`config.mk`:
```
export PLATFORM = sky130hd
export DESIGN_NAME = multicycle_controller_flat
export DESIGN_NICKNAME = d
export VERILOG_FILES = /design/src/rtl/multicycle_controller_if.sv /design/src/rtl/multicycle_controller.sv /design/src/flat_wrapper.sv
export SDC_FILE = /design/constraint.sdc
export NUM_CORES = 1
export LEC_CHECK = 0
export CAP_MARGIN = 15
export CORE_MARGIN = 2
export CORE_UTILIZATION = 34
export CTS_CLUSTER_SIZE = 40
export DETAILED_ROUTE_END_ITERATION = 16
export PLACE_DENSITY = 0.93
export SLEW_MARGIN = 15
export SYNTH_ARGS = -nofsm -noshare
export SYNTH_HDL_FRONTEND = slang
export SYNTH_SLANG_ARGS = --single-unit
```
`constraint.sdc`:
```
create_clock -name clk -period 1.9 [get_ports clk]
set_input_delay 0.19 -clock clk [delete_from_list [all_inputs] [get_ports clk]]
set_output_delay 0.19 -clock clk [all_outputs]
set_load 0.1 [all_outputs]
```
`src/rtl/multicycle_controller_if.sv`:
```
// Datapath control bundle between the multicycle control FSM (master) and the datapath (slave).
// The master consumes IReg_out/Branch and drives every control line plus the debug/status outputs.
interface multicycle_controller_if;
  logic [31:0] IReg_out;
  logic        Branch;
  logic        PCWrite;
  logic        MemRead;
  logic        MemWrite;
  logic        IRWrite;
  logic        MemtoReg;
  logic        ALUSrcA;
  logic        RegWrite;
  logic        LUI;
  logic        SWB;
  logic [1:0]  PCSource;
  logic [1:0]  ALUSrcB;
  logic [2:0]  BranchType;
  logic [3:0]  ALUOp;
  logic [3:0]  state_dbg;
  logic        halted;
  logic        illegal;

  // No valid/ready handshake: the controller is a Moore sequencer and every control
  // line is meaningful in the cycle it is driven; IReg_out is stable from DECODE
  // until the next FETCH, and Branch is only consumed in BR_COMMIT.
  modport master (
    input  IReg_out, Branch,
    output PCWrite, MemRead, MemWrite, IRWrite, MemtoReg, ALUSrcA, RegWrite, LUI, SWB,
           PCSource, ALUSrcB, BranchType, ALUOp, state_dbg, halted, illegal
  );

  modport slave (
    output IReg_out, Branch,
    input  PCWrite, MemRead, MemWrite, IRWrite, MemtoReg, ALUSrcA, RegWrite, LUI, SWB,
           PCSource, ALUSrcB, BranchType, ALUOp, state_dbg, halted, illegal
  );
endinterface

```
`src/rtl/multicycle_controller.sv`:
```
// Control FSM of the multicycle CPU: walks each instruction through fetch/decode/execute/
// memory/writeback and drives all datapath control lines from state and latched opcode.
module multicycle_controller #(
    parameter logic [3:0] ALU_ADD   = 4'b0000,
    parameter logic [3:0] ALU_SUB   = 4'b0001,
    parameter logic [3:0] ALU_AND   = 4'b0010,
    parameter logic [3:0] ALU_OR    = 4'b0011,
    parameter logic [3:0] ALU_PASSB = 4'b1111
) (
    input  logic                        clk,
    input  logic                        reset,
    multicycle_controller_if.master     bus
);

    localparam logic [3:0] FETCH     = 4'd0;
    localparam logic [3:0] DECODE    = 4'd1;
    localparam logic [3:0] EXEC_R    = 4'd2;
    localparam logic [3:0] EXEC_I    = 4'd3;
    localparam logic [3:0] WB_ALU    = 4'd4;
    localparam logic [3:0] MEM_RD    = 4'd5;
    localparam logic [3:0] MEM_WB    = 4'd6;
    localparam logic [3:0] MEM_WR    = 4'd7;
    localparam logic [3:0] BR_EVAL   = 4'd8;
    localparam logic [3:0] BR_COMMIT = 4'd9;
    localparam logic [3:0] JUMP      = 4'd10;
    localparam logic [3:0] HALT      = 4'd11;

    localparam logic [5:0] OP_R    = 6'b000000;
    localparam logic [5:0] OP_ADDI = 6'b000001;
    localparam logic [5:0] OP_SUBI = 6'b000010;
    localparam logic [5:0] OP_ORI  = 6'b000011;
    localparam logic [5:0] OP_ANDI = 6'b000100;
    localparam logic [5:0] OP_LUI  = 6'b000101;
    localparam logic [5:0] OP_LW   = 6'b000110;
    localparam logic [5:0] OP_SW   = 6'b000111;
    localparam logic [5:0] OP_BEQ  = 6'b001000;
    localparam logic [5:0] OP_BNE  = 6'b001001;
    localparam logic [5:0] OP_BLT  = 6'b001010;
    localparam logic [5:0] OP_J    = 6'b001011;
    localparam logic [5:0] OP_HALT = 6'b111111;

    logic [3:0] state, state_next;
    logic [5:0] opcode;
    logic [3:0] funct;
    logic       is_r, is_imm, is_br, is_legal;
    logic [1:0] exec_srcb;
    logic [3:0] exec_op;
    logic [2:0] br_code;

    assign opcode = bus.IReg_out[31:26];
    assign funct  = bus.IReg_out[3:0];

    assign is_r     = (opcode == OP_R);
    assign is_imm   = (opcode >= OP_ADDI) && (opcode <= OP_LUI);
    assign is_br    = (opcode >= OP_BEQ) && (opcode <= OP_BLT);
    assign is_legal = (opcode <= OP_J) || (opcode == OP_HALT);

    // ALU setup shared by the execute state and the writeback state that holds it.
    always_comb begin
        exec_srcb = 2'b10;
        exec_op   = ALU_ADD;
        br_code   = 3'b000;
        if (is_r) begin
            exec_srcb = 2'b00;
            exec_op   = funct;
        end else begin
            case (opcode)
                OP_SUBI: exec_op = ALU_SUB;
                OP_ORI:  begin exec_srcb = 2'b11; exec_op = ALU_OR;    end
                OP_ANDI: begin exec_srcb = 2'b11; exec_op = ALU_AND;   end
                OP_LUI:  begin exec_srcb = 2'b11; exec_op = ALU_PASSB; end
                default: ;
            endcase
        end
        case (opcode)
            OP_BEQ:  br_code = 3'b001;
            OP_BNE:  br_code = 3'b010;
            OP_BLT:  br_code = 3'b011;
            default: br_code = 3'b000;
        endcase
    end

    always_comb begin
        state_next = FETCH;
        case (state)
            FETCH:   state_next = DECODE;
            DECODE: begin
                if (is_r)                  state_next = EXEC_R;
                else if (is_imm)           state_next = EXEC_I;
                else if (opcode == OP_LW)  state_next = MEM_RD;
                else if (opcode == OP_SW)  state_next = MEM_WR;
                else if (is_br)            state_next = BR_EVAL;
                else if (opcode == OP_J)   state_next = JUMP;
                else if (opcode == OP_HALT) state_next = HALT;
                else                       state_next = FETCH;
            end
            EXEC_R:  state_next = WB_ALU;
            EXEC_I:  state_next = WB_ALU;
            MEM_RD:  state_next = MEM_WB;
            BR_EVAL: state_next = BR_COMMIT;
            HALT:    state_next = HALT;
            default: state_next = FETCH;
        endcase
    end

    always_ff @(posedge clk) begin
        if (reset) state <= FETCH;
        else       state <= state_next;
    end

    // Reset gates every output so nothing strobes in the cycle reset is applied mid-instruction.
    always_comb begin
        bus.PCWrite    = 1'b0;
        bus.MemRead    = 1'b0;
        bus.MemWrite   = 1'b0;
        bus.IRWrite    = 1'b0;
        bus.MemtoReg   = 1'b0;
        bus.ALUSrcA    = 1'b0;
        bus.RegWrite   = 1'b0;
        bus.LUI        = 1'b0;
        bus.SWB        = 1'b0;
        bus.PCSource   = 2'b00;
        bus.ALUSrcB    = 2'b00;
        bus.BranchType = 3'b000;
        bus.ALUOp      = 4'b0000;
        bus.state_dbg  = 4'd0;
        bus.halted     = 1'b0;
        bus.illegal    = 1'b0;
        if (!reset) begin
            bus.state_dbg = state;
            case (state)
                FETCH: begin
                    bus.IRWrite = 1'b1;
                    bus.ALUSrcB = 2'b01;
                    bus.ALUOp   = ALU_ADD;
                    bus.PCWrite = 1'b1;
                end
                DECODE: begin
                    bus.SWB     = (opcode == OP_SW) || is_br;
                    bus.illegal = !is_legal;
                end
                EXEC_R, EXEC_I: begin
                    bus.ALUSrcA = 1'b1;
                    bus.ALUSrcB = exec_srcb;
                    bus.ALUOp   = exec_op;
                end
                WB_ALU: begin
                    bus.ALUSrcA  = 1'b1;
                    bus.ALUSrcB  = exec_srcb;
                    bus.ALUOp    = exec_op;
                    bus.RegWrite = 1'b1;
                    bus.LUI      = (opcode == OP_LUI);
                end
                MEM_RD: bus.MemRead = 1'b1;
                MEM_WB: begin
                    bus.MemRead  = 1'b1;
                    bus.MemtoReg = 1'b1;
                    bus.RegWrite = 1'b1;
                end
                MEM_WR: begin
                    bus.SWB      = 1'b1;
                    bus.MemWrite = 1'b1;
                end
                BR_EVAL: begin
                    bus.SWB        = 1'b1;
                    bus.BranchType = br_code;
                end
                BR_COMMIT: begin
                    bus.SWB        = 1'b1;
                    bus.BranchType = br_code;
                    bus.PCSource   = 2'b11;
                    bus.PCWrite    = bus.Branch;
                end
                JUMP: begin
                    bus.PCSource = 2'b10;
                    bus.PCWrite  = 1'b1;
                end
                HALT:    bus.halted = 1'b1;
                default: ;
            endcase
        end
    end

endmodule

```
`src/flat_wrapper.sv`:
```
// flat-port wrapper written by rule: the top's interface ports become plain ports
module multicycle_controller_flat 
#(
    parameter logic [3:0] ALU_ADD   = 4'b0000,
    parameter logic [3:0] ALU_SUB   = 4'b0001,
    parameter logic [3:0] ALU_AND   = 4'b0010,
    parameter logic [3:0] ALU_OR    = 4'b0011,
    parameter logic [3:0] ALU_PASSB = 4'b1111
)
  (clk, reset, bus_IReg_out, bus_Branch, bus_PCWrite, bus_MemRead, bus_MemWrite, bus_IRWrite, bus_MemtoReg, bus_ALUSrcA, bus_RegWrite, bus_LUI, bus_SWB, bus_PCSource, bus_ALUSrcB, bus_BranchType, bus_ALUOp, bus_state_dbg, bus_halted, bus_illegal);
  multicycle_controller_if bus_i ();
  input  logic clk;
  input  logic reset;
  input wire logic [$bits(bus_i.IReg_out)-1:0] bus_IReg_out;
  input wire logic [$bits(bus_i.Branch)-1:0] bus_Branch;
  output wire logic [$bits(bus_i.PCWrite)-1:0] bus_PCWrite;
  output wire logic [$bits(bus_i.MemRead)-1:0] bus_MemRead;
  output wire logic [$bits(bus_i.MemWrite)-1:0] bus_MemWrite;
  output wire logic [$bits(bus_i.IRWrite)-1:0] bus_IRWrite;
  output wire logic [$bits(bus_i.MemtoReg)-1:0] bus_MemtoReg;
  output wire logic [$bits(bus_i.ALUSrcA)-1:0] bus_ALUSrcA;
  output wire logic [$bits(bus_i.RegWrite)-1:0] bus_RegWrite;
  output wire logic [$bits(bus_i.LUI)-1:0] bus_LUI;
  output wire logic [$bits(bus_i.SWB)-1:0] bus_SWB;
  output wire logic [$bits(bus_i.PCSource)-1:0] bus_PCSource;
  output wire logic [$bits(bus_i.ALUSrcB)-1:0] bus_ALUSrcB;
  output wire logic [$bits(bus_i.BranchType)-1:0] bus_BranchType;
  output wire logic [$bits(bus_i.ALUOp)-1:0] bus_ALUOp;
  output wire logic [$bits(bus_i.state_dbg)-1:0] bus_state_dbg;
  output wire logic [$bits(bus_i.halted)-1:0] bus_halted;
  output wire logic [$bits(bus_i.illegal)-1:0] bus_illegal;
  assign bus_i.IReg_out = bus_IReg_out;
  assign bus_i.Branch = bus_Branch;
  assign bus_PCWrite = bus_i.PCWrite;
  assign bus_MemRead = bus_i.MemRead;
  assign bus_MemWrite = bus_i.MemWrite;
  assign bus_IRWrite = bus_i.IRWrite;
  assign bus_MemtoReg = bus_i.MemtoReg;
  assign bus_ALUSrcA = bus_i.ALUSrcA;
  assign bus_RegWrite = bus_i.RegWrite;
  assign bus_LUI = bus_i.LUI;
  assign bus_SWB = bus_i.SWB;
  assign bus_PCSource = bus_i.PCSource;
  assign bus_ALUSrcB = bus_i.ALUSrcB;
  assign bus_BranchType = bus_i.BranchType;
  assign bus_ALUOp = bus_i.ALUOp;
  assign bus_state_dbg = bus_i.state_dbg;
  assign bus_halted = bus_i.halted;
  assign bus_illegal = bus_i.illegal;
  multicycle_controller #(.ALU_ADD(ALU_ADD), .ALU_SUB(ALU_SUB), .ALU_AND(ALU_AND), .ALU_OR(ALU_OR), .ALU_PASSB(ALU_PASSB)) u_core (.clk(clk), .reset(reset), .bus(bus_i));
endmodule
```
### Word-level counts from Yosys, hierarchy flattened

Cells that the tools add are included.

| cells by class | value |
|---|---|
| $add $sub $neg | 0 |
| reductions and logical operators | 15 |
| bitwise logic cells | 0 |
| $mul | 0 |
| multiplexer cells | 44 |
| order comparisons | 5 |
| equal/unequal tests | 22 |
| divide/modulo/power cells | 0 |
| shifts and indexed selects | 0 |

Operators with widths:

| kind | count |
|---|---|
| $mux 4 | 11 |
| $eq 6x3->1 const B | 4 |
| $eq 6x4->1 const B | 4 |
| $pmux 4 s6 | 1 |
| $mux 1 | 21 |
| $eq 4x3->1 const B | 4 |
| $eq 4x4->1 const B | 4 |
| $pmux 4 s4 | 1 |
| $eq 6x2->1 const B | 2 |
| $le 6x4->1 const B | 2 |
| $reduce_or 2->1 | 5 |
| $reduce_or 3->1 | 3 |
| $eq 4x2->1 const B | 2 |
| $mux 2 | 4 |
| $pmux 2 s2 | 2 |
| $eq 6x6->1 const B | 1 |
| $ge 6x1->1 const B | 1 |
| $ge 6x4->1 const B | 1 |
| $le 6x3->1 const B | 1 |
| $logic_not 6->1 | 1 |
| $pmux 2 s3 | 1 |
| $eq 4x1->1 const B | 1 |
| $logic_not 4->1 | 1 |
| $pmux 1 s2 | 2 |
| other kinds (4) | 6 |

| word-level totals | value |
|---|---|
| input port bits | 35 |
| bits in latches | 0 |
| register bits | 4 |
| logic and storage cells | 87 |
| ROM bits | 0 |
| memories kept | 0 |
| RAM bits | 0 |

### Longest topological paths before layout

| logic depth | value |
|---|---|
| depth in word-level cells | 9 |
| gate-level depth with buffers | 7 |
| depth with buffers taken out | 6 |

### Worst setup path before layout

No wires, ideal clock.

| timing path | value |
|---|---|
| path kind | register -> output |
| from | register u_core.state[3] |
| to | output port bus_ALUSrcB[0] |
| path slack | -2.749 ns |
| stages on the path, launching flop included | 5 |
| data required time | 1.710 ns |
| data arrival time | 4.459 ns |
| path through | dfxtp_1 > buf_2 > or2_1 > nor4_1 > o21bai_2 |

| on the way | value |
|---|---|
| cells in the longest elaborated chain, start to end | 4 |

Ends and longest elaborated chain:

| element | RTL line | text |
|---|---|---|
| start, declared | multicycle_controller.sv:42 | `logic [3:0] state, state_next;` |
| start signal, assigned | multicycle_controller.sv:108 | `else state <= state_next;` |
| $eq 4x2->1 or $eq 4x3->1 (tied branches) | multicycle_controller.sv:131 | `case (state)` |
| $reduce_or 3->1 (no line) | n/a |  |
| $pmux 2 s2 * | multicycle_controller.sv:131 |  |
| $mux 2 * | multicycle_controller.sv:129 | `if (!reset) begin` |
| end, declared | flat_wrapper.sv:26 | `output wire logic [$bits(bus_i.ALUSrcB)-1:0] bus_ALUSrcB;` |

Every way passes the cells marked *; elsewhere a longest branch is shown, timed or not.

### Worst setup path in the final report

| timing path | value |
|---|---|
| from | register u_core.state[2] |
| to | output port bus_ALUSrcB[1] |

Same word-level chain as after synthesis.

==> metrics.yaml <==
status: "finished with violations"
violations: "negative setup slack"
synth.area.top_cells: "dfxtp_1 11%, nor2_1 11%, nand2_1 5.3%, nor2b_1 5.3%, a21oi_1 4.2%"
met3_usage_pct: 3.939
finalHoldViolCount: 0
slew_headroom_pct: 66.56
ys.flop_type: "dfxtp_1"
io_buffers: 37
yosys_warnings: 0
path_max_fanout: 2
synth.most_common_cell: "nor2_1"
grt_setup_unrepaired: "yes"
crit_chain: "or3b_4 > a21oi_4 > buf_4 > a21boi_2 > buf_12"
reg_top3: "u_core.state (4)"
cts_tree: "done"
p_per_area_mw_per_mm2: 371.1
critPathSlowestCell: "or3b_4"
holdBufCountCts: 0
final.setup.worst_slack_ps: -3.448
multi_input_area_um2: 714.4
end_kind: "output pin"
syn_inst: 108
largest_register: "u_core.state"
final_nets: 197
pin_count: 61
largest_reg_flops: 4
die_h_um: 49.76
clock_latency_ps: 250
num_vias: 1007
place.gp.congestion: 0.8898
diodes: 0
grtUsageMet2_pct: 50.44
ctsHtreeMaxLevel: 1
cp_data_required_time_ps: 1710
final_max_slew_viol_count: 0
seq_area_um2: 81.33
synth_area_leader_cell: "dfxtp_1"
worstMarginPinSlew_ps: 488.9
wl_per_cell_um: 15.59
r2r-end: "u_core.state[3]$_SDFF_PP0_"
drtAntennaViolNets: 0
hold_depth: 4
grt_first_pass_wirelength_mm: 4.933
top_usage_layer: "met2"
drt_iter0_markers: 14
synthXorXnorAreaFrac_pct: 1.230
clkSinkCount: 4
crit_path_max_incr_delay_ps: 380
grt_overflow: 0
crit_path_end: "bus_ALUSrcB[1]"
drc: 0
startpoint: "u_core.state[2]$_SDFF_PP0_"
yosysSeqAreaShare_pct: 11.25
ys_types: 42
r2r_slack_ps: 480
hpwl_mm: 2.314
drv_cap: 0
synth_mux_area_share_pct: 2.988
met1_usage_pct: 25.37
cpLargestDelayFamily: "compound AO/OA/AOI/OAI gates"
path_class: "flop to output pin"
die_w_um: 49.76
ir_drop_uv: 342.7
fmax_mhz: 525.4
fillers: 116
crit_cells: 5
cp-start-kind: "flop"
stdcell_area_mm2: 0.001658
synth_edf_count: 0
drt-total-wl_mm: 2.916
min_path_type: "input pin to flop"
antenna_found_initial: 0
clk_pin_slew_worst_paths_ps: 40
drive_gt1_share_pct: 55.63
track_usage_pct: 26.05
timing.critical_path.buf_inv: 2
synth-seq-cells: 4
yosysTopAreaCellShare_pct: 11.25
vias_per_cell: 5.385
clk_path_buf_depth: 2
syn_area_per_cell_um2: 6.592
grt_start_max_net_pins: 18
place_area_mm2: 0.001584
arrival_ps: 1710
start_util_pct: 36.29
cts_buffers: 3
fin_crit_ps: 1903
first_pass_iters: 4
synth_fa_ha_area_share_pct: 0
coreArea_mm2: 0.001962
dp_slack_ps: -60.68
synth_top_family_by_area: "simple AND/OR/NAND/NOR gates"
async_flop_share_pct: 0
grt_pass1_vias: 1083
synth_area_um2: 711.9
worstReg2RegStart: "u_core.state[2]$_SDFF_PP0_"
cts_root_buf: "clkbuf_4"
placement_rows: 16
finalCritPeriodShare_pct: 100.2
synthTopCellsByCount: "21 x nor2_1, 10 x nand2_1, 6 x a21oi_1, 6 x buf_2, 6 x nor2b_1"
skew_ps: 4.223
syn_to_final_growth_pct: 132.9
synth_compound_gate_area_share_pct: 27.42
p_leak_nw: 0.6580
die_area_mm2: 0.002476
syn-num-nets: 143
ff2ff_path_depth: 5
finalSetupViolCount: 1
yosys.area_share.simple_pct: 47.10
per-layer routing:
metal	vias up	wire, µm
li1	477	-
met1	469	1067
met2	50	1582
met3	11	172
met4	0	94
met5	-	0
how the worst min path moves through the flow:
stage / start / end / slack, ps
5_1_grt: reset / u_core.state[0]$_SDFF_PP0_ / 470
4_1_cts: bus_IReg_out[26] / u_core.state[0]$_SDFF_PP0_ / 670
2_1_floorplan: bus_IReg_out[27] / u_core.state[2]$_SDFF_PP0_ / 510
6_report: reset / u_core.state[0]$_SDFF_PP0_ / 410
3_5_place_dp: u_core.state[1]$_SDFF_PP0_ / u_core.state[3]$_SDFF_PP0_ / 670
3_3_place_gp: u_core.state[1]$_SDFF_PP0_ / u_core.state[3]$_SDFF_PP0_ / 670
report_power, final:
group | leakage, nW | total (W) | switching (W) | internal, W
combinational | 0.611 | 0.000408 | 0.000246 | 0.000161
sequential | 0.0332 | 0.0000939 | 0.00000441 | 0.0000895
clock | 0.0138 | 0.000114 | 0.0000425 | 0.0000712
total | 0.658 | 0.000615 | 0.000293 | 0.000322
worst register-to-register path: cells and delay by family, from the launching register on:
family	cells	cell delay [ps]
DFF	1	320
and+or+nand+nor	2	640
AOI/OAI and AO/OA	2	210
buffers and inverters	1	190
through the flow:
stage	total power, W	TNS, ps	hold slack, ps	util (%)	instances
after floorplan	0.0003478	-4515	511.6	-	108
after global placement	0.0004828	0	666.5	80.74	181
after detailed placement	0.0004946	-138.8	671.4	80.74	181
after CTS	0.0006118	-28.38	665.1	83.48	187
after global routing	0.0006351	-115.3	472.5	84.50	187
final	0.0006152	-3.448	407.8	84.50	187
cell type report:
| type | count | share of cell area [%] |
|---|---|---|
| Tap cell | 27 | 2.038 |
| Multi-Input combinational cell | 91 | 43.09 |
| Timing Repair Buffer | 60 | 48.15 |
| Clock buffer | 3 | 1.358 |
| Inverter | 2 | 0.4528 |
| Sequential cell | 4 | 4.906 |
kinds of logic after synthesis:
group                     Yosys count
AOI/OAI and AO/OA                  25
xor gates and xnor gates            1
buffers and inverters              13
DFF                                 4
muxes                               2
other                               1
and+or+nand+nor                    62
cells in the final DEF, fill, tap and decap left out, types with 3 or more instances in the layout:
cell and n:
buf_12 25, clkbuf_4 3, o21ai_0 3, dlymetal6s2s_1 3
a211oi_4 3, clkdlybuf4s50_1 7, nor2_2 10, buf_4 23
dfxtp_1 3, nand2_1 10, nor2b_2 4, nor2_1 9
a21oi_1 6
timing repair:
item,in CTS,in global routing
pin swaps,5,5
endpoints found under the setup margin,5,8
gates resized for setup,5,7
buffers inserted,3,0
endpoints found under the hold margin,0,0
Note: power is estimated with default switching activity, not from simulation.
